File: config.mk
export PLATFORM = sky130hd
export DESIGN_NAME = capture_ctrl_fsm
export DESIGN_NICKNAME = d
export VERILOG_FILES = /design/src/rtl/capture_ctrl_pkg.sv /design/src/rtl/capture_ctrl_fsm_edge_detect.sv /design/src/rtl/capture_ctrl_fsm.sv
export SDC_FILE = /design/constraint.sdc
export NUM_CORES = 1
export LEC_CHECK = 0
export CAP_MARGIN = 10
export CORE_ASPECT_RATIO = 0.7
export CORE_MARGIN = 4
export CORE_UTILIZATION = 44
export DETAILED_ROUTE_END_ITERATION = 7
export PLACE_DENSITY = 0.78
export SLEW_MARGIN = 20
export SYNTH_ARGS = -nofsm -noshare
export SYNTH_HDL_FRONTEND = slang
export SYNTH_SLANG_ARGS = --single-unit
File: constraint.sdc
create_clock -name clk_i -period 6.5 [get_ports clk_i]
set_clock_uncertainty 0.2 [all_clocks]
set_input_delay 1.3 -clock clk_i [delete_from_list [all_inputs] [get_ports clk_i]]
set_output_delay 1.3 -clock clk_i [all_outputs]
set_load 0.01 [all_outputs]
File: src/rtl/capture_ctrl_pkg.sv
// Shared types for the capture controller: state encoding and counter sizing.
package capture_ctrl_pkg;

  typedef enum logic [2:0] {
    ST_IDLE    = 3'd0,
    ST_LOAD    = 3'd1,
    ST_PRIME   = 3'd2,
    ST_CAPTURE = 3'd3,
    ST_FULL    = 3'd4,
    ST_SEND    = 3'd5
  } state_e;

  // Bits needed to hold every value 0..max_val inclusive.
  function automatic int unsigned cnt_width(input int unsigned max_val);
    return $clog2(max_val + 1);
  endfunction

endpackage

File: src/rtl/capture_ctrl_fsm_edge_detect.sv
// Registered rising-edge detector: one-cycle pulse, one cycle after the input rises.
module edge_detect (
  input  logic clk_i,
  input  logic rst_ni,
  input  logic d_i,
  output logic rise_o
);

  logic d_q;

  always_ff @(posedge clk_i or negedge rst_ni) begin
    if (!rst_ni) begin
      d_q    <= 1'b0;
      rise_o <= 1'b0;
    end else begin
      d_q    <= d_i;
      rise_o <= d_i & ~d_q;
    end
  end

endmodule

File: src/rtl/capture_ctrl_fsm.sv
// Capture sequencer: coefficient load, FIR priming, bounded FIFO fill, paced read-out.
module capture_ctrl_fsm
  import capture_ctrl_pkg::*;
#(
  parameter int unsigned N_COEF      = 16,
  parameter int unsigned CAPTURE_LEN = 1024,
  parameter int unsigned FIFO_DEPTH  = 1024,
  parameter bit          AUTO_REARM  = 1'b0
) (
  input  logic                               clk_i,
  input  logic                               rst_ni,
  input  logic                               load_coef_i,
  input  logic                               send_i,
  input  logic                               coef_valid_i,
  input  logic                               fir_ready_i,
  input  logic                               sample_valid_i,
  input  logic                               fifo_full_i,
  input  logic                               fifo_empty_i,
  input  logic                               tx_ready_i,
  output logic                               en_recepcion_o,
  output logic                               en_fir_o,
  output logic                               wr_o,
  output logic                               rd_o,
  output logic                               led_full_o,
  output logic [cnt_width(N_COEF)-1:0]       coef_count_o,
  output logic [cnt_width(CAPTURE_LEN)-1:0]  sample_count_o,
  output logic [2:0]                         state_o
);

  localparam int unsigned CW = cnt_width(N_COEF);
  localparam int unsigned SW = cnt_width(CAPTURE_LEN);
  localparam logic [CW-1:0] COEF_LAST = CW'(N_COEF);
  localparam logic [SW-1:0] SMP_LAST  = SW'(CAPTURE_LEN);

  if (N_COEF < 1) begin : g_bad_ncoef
    $error("capture_ctrl_fsm: N_COEF must be at least 1");
  end
  if (CAPTURE_LEN < 1 || CAPTURE_LEN > FIFO_DEPTH) begin : g_bad_len
    $error("capture_ctrl_fsm: CAPTURE_LEN must be in 1..FIFO_DEPTH");
  end

  logic load_rise;
  logic send_rise;

  edge_detect u_load_edge (
    .clk_i  (clk_i),
    .rst_ni (rst_ni),
    .d_i    (load_coef_i),
    .rise_o (load_rise)
  );

  edge_detect u_send_edge (
    .clk_i  (clk_i),
    .rst_ni (rst_ni),
    .d_i    (send_i),
    .rise_o (send_rise)
  );

  state_e        state_q, state_d;
  logic [CW-1:0] coef_cnt_q, coef_cnt_d;
  logic [SW-1:0] samp_cnt_q, samp_cnt_d;
  logic          wr_ok;
  logic          rd_ok;

  always_ff @(posedge clk_i or negedge rst_ni) begin
    if (!rst_ni) begin
      state_q    <= ST_IDLE;
      coef_cnt_q <= '0;
      samp_cnt_q <= '0;
    end else begin
      state_q    <= state_d;
      coef_cnt_q <= coef_cnt_d;
      samp_cnt_q <= samp_cnt_d;
    end
  end

  always_comb begin
    state_d    = state_q;
    coef_cnt_d = coef_cnt_q;
    samp_cnt_d = samp_cnt_q;
    wr_ok      = 1'b0;
    rd_ok      = 1'b0;

    // An abort bypasses the per-state logic, so strobes stay low in that cycle.
    if (load_rise && state_q != ST_LOAD) begin
      state_d    = ST_LOAD;
      coef_cnt_d = '0;
      samp_cnt_d = '0;
    end else begin
      unique case (state_q)
        ST_IDLE: ;
        ST_LOAD: begin
          if (coef_cnt_q == COEF_LAST) begin
            state_d = ST_PRIME;
          end else if (coef_valid_i) begin
            coef_cnt_d = coef_cnt_q + 1'b1;
            if (coef_cnt_q == COEF_LAST - 1'b1) state_d = ST_PRIME;
          end
        end
        ST_PRIME: begin
          if (fir_ready_i) begin
            state_d    = ST_CAPTURE;
            samp_cnt_d = '0;
          end
        end
        ST_CAPTURE: begin
          wr_ok = sample_valid_i & ~fifo_full_i;
          if (wr_ok && samp_cnt_q != SMP_LAST) samp_cnt_d = samp_cnt_q + 1'b1;
          if (fifo_full_i || samp_cnt_q == SMP_LAST ||
              (wr_ok && samp_cnt_q == SMP_LAST - 1'b1)) begin
            state_d = ST_FULL;
          end
        end
        ST_FULL: begin
          if (send_rise) state_d = ST_SEND;
        end
        ST_SEND: begin
          rd_ok = tx_ready_i & ~fifo_empty_i;
          if (fifo_empty_i) state_d = AUTO_REARM ? ST_PRIME : ST_IDLE;
        end
        default: state_d = ST_IDLE;
      endcase
    end
  end

  always_comb begin
    en_recepcion_o = (state_q == ST_LOAD);
    en_fir_o       = (state_q == ST_PRIME) || (state_q == ST_CAPTURE);
    led_full_o     = (state_q == ST_FULL);
  end

  assign wr_o           = wr_ok;
  assign rd_o           = rd_ok;
  assign coef_count_o   = coef_cnt_q;
  assign sample_count_o = samp_cnt_q;
  assign state_o        = state_q;

endmodule

==> impl_metrics.ini <==
[placed_design]
place_congestion = 0.806
dpl.hpwl_um = 2660
portBuffers = 33
place_inst = 214

[timing]
fmax_mhz = 240
setup_viol = 0
final.period_utilization = 0.642
rsz0062_at_grt = no
whs_ps = 205
setup_tns_ps = 0
slew_violations = 0
slew_headroom = 0.583
final_hold_viol_count = 0
fin_crit_ps = 4170
worst_slew_pin_slew_ps = 624

[worst_hold_path]
worstHoldStart = u_send_edge.d_q
worstHoldEndpoint = u_send_edge.rise_o
hold_depth = 1
hold_path_class = reg -> reg

[die]
initial_utilization = 0.465
die_x_um = 77.4
dieArea_mm2 = 0.00438
pin_count = 34
placementRows = 17
die_h_um = 56.6
core_area_mm2 = 0.00319

[routing]
drt_iter0_drc = 117
first_pass_iters = 4
drc = 0
viasPerCell = 5.85
vias = 1275
wl_per_cell_um = 16.5
ant_nets = 0
routed_wl_um = 3610

[logic_synthesis]
synth_nets = 164
synthDistinctLibCells = 55
netlist_instances = 150
ys_ff_latch = 23
ys_warn_count = 0
synth_area_mm2 = 0.00149
synth_ff_type = dfrtp_1
synth_seq_area_share = 0.388
avgSynthCellArea_um2 = 9.90
async_flop_share = 1.00
synth_edf_count = 0

[cts]
clockRootBuffer = clkbuf_8
cts_num_sinks = 23
tritoncts = yes
post_cts_buffers = 0
clk_pin_slew_ps = 80
clk_path_buf_depth = 2
htreeDepth = 1
cts_buffers = 3
hold_buffers = 0
clock_latency_ps = 270
cts-resized-gates = 0

[global_route]
globalRouteOverflowTotal = 0
grt_max_degree = 24
antenna_found_initial = 0
first_global_vias = 1245
grt_first_pass_wirelength_um = 6080
grt_usage = 0.172

[status]
run_status = finished, final reports clean

[worst_setup_path]
crit_type = in -> out
critical_path_arrival_ps = 2670
rr_startpoint = state_o[0]
rr_endpoint = sample_count_o[10]
critPathCaptureType = primary output
start_kind = input port
worstPathRequired_ps = 5000
critPathMaxFanout = 3
r2r_slack_ps = 3710
r2r_cells = 5

[power_and_ir_drop]
power.leakage_nw = 0.738
power.density_mw_per_mm2 = 307
ir_worst_vdd_mv = 0.179
p_total_mw = 0.566

[job]
maxCapViolCount = 0

[cells_and_area]
antennaDiodeCount = 0
fin_cells = 218
layout-drive-gt1-share = 0.167
final_util = 0.577
final_nets = 195
syn_to_final_growth_pct = 23.9
## cells in the mapped netlist (all sizes together), types with 2 or more instances
master,n,share of area
buf,6,0.040
ha,4,0.034
nand4,2,0.0084
a21oi,4,0.016
o21ai,15,0.063
nor3,4,0.013
and2b,2,0.011
nor2,13,0.033
dfrtp,23,0.39
inv,9,0.023
xor2,2,0.012
nand2b,5,0.021
or2,2,0.0084
nor2b,2,0.0084
or4,2,0.010
nor4,2,0.0084
a211oi,2,0.019
and4bb,2,0.019
nand3,9,0.034
nand2,11,0.028
o31ai,5,0.042
nor4b,2,0.026
nor3b,2,0.013
## cells by family after synthesis
kind of cell               share of synthesized area
adders and majority gates                     0.0337
AOI/OAI and AO/OA                              0.190
muxes                                        0.00674
buffers and inverters                         0.0657
DFF                                            0.388
xor gates and xnor gates                      0.0177
and+or+nand+nor                                0.298
## how the worst max path moves through the flow
stage                   start    to  slack [ps]  cells after the start
2_1_floorplan     fifo_full_i  wr_o        3390                      1
3_3_place_gp   sample_valid_i  wr_o        2410                      3
3_5_place_dp   sample_valid_i  wr_o        2360                      3
4_1_cts        sample_valid_i  wr_o        2360                      3
5_1_grt        sample_valid_i  wr_o        2340                      3
6_report       sample_valid_i  wr_o        2330                      3
## layer usage
metal	up-vias	track usage	share of wire	routed length (um)
met5	-	0	0	0
met4	0	0.0558	0.010	36
met3	7	0.0369	0.060	215
met2	48	0.272	0.46	1670
met1	618	0.236	0.47	1690
li1	602	-	-	-
## power breakdown
part	total, mW	internal (mW)	switching [mW]
sequential	0.208	0.162	0.0462
combinational	0.266	0.132	0.134
clock	0.0917	0.0429	0.0488
## critical path: stages
cell and delay, ps:
clkdlybuf4s50_1 520, nor3b_1 240, clkdlybuf4s50_1 610
## sequential cells by signal (all words and copies together) (netlist names)
| register | flops |
|---|---|
| sample_count_o | 11 |
| coef_count_o | 5 |
| state_o | 3 |
| u_load_edge.d_q | 1 |
| u_load_edge.rise_o | 1 |
| u_send_edge.d_q | 1 |
| u_send_edge.rise_o | 1 |
## final cells by class
class | instances | area (um2)
Clock buffer | 3 | 41.3
Multi-Input combinational cell | 111 | 812
Fill cell | 260 | 1350
Tap cell | 38 | 47.5
Inverter | 9 | 33.8
Timing Repair Buffer | 33 | 325
Sequential cell | 23 | 576
Clock inverter | 1 | 5.00
## layout by cell type, fill, tap and decap left out, types with 2 or more instances in the layout
cell type	synthesis	layout
a21oi_1	3	3
clkbuf_8	0	3
clkdlybuf4s50_1	0	32
dfrtp_1	23	23
ha_1	4	4
inv_1	8	8
nand2_1	11	11
nand2b_1	5	5
nand3_1	8	8
nand4_1	2	2
nor2_1	13	13
nor2b_1	2	2
nor3_1	4	4
nor4_1	2	2
o21ai_0	6	6
o21ai_1	4	4
o21ai_2	5	5
o31ai_2	5	5
or4_1	2	2
xor2_1	2	2
## metrics by stage
step                area (um2)  setup WS (ps)
floorplan                 1490           3390
global placement          1800           2410
detailed placement        1800           2360
CTS                       1850           2360
global route              1840           2340
finish                    1840           2330
Power figures use the tool's default switching activity.
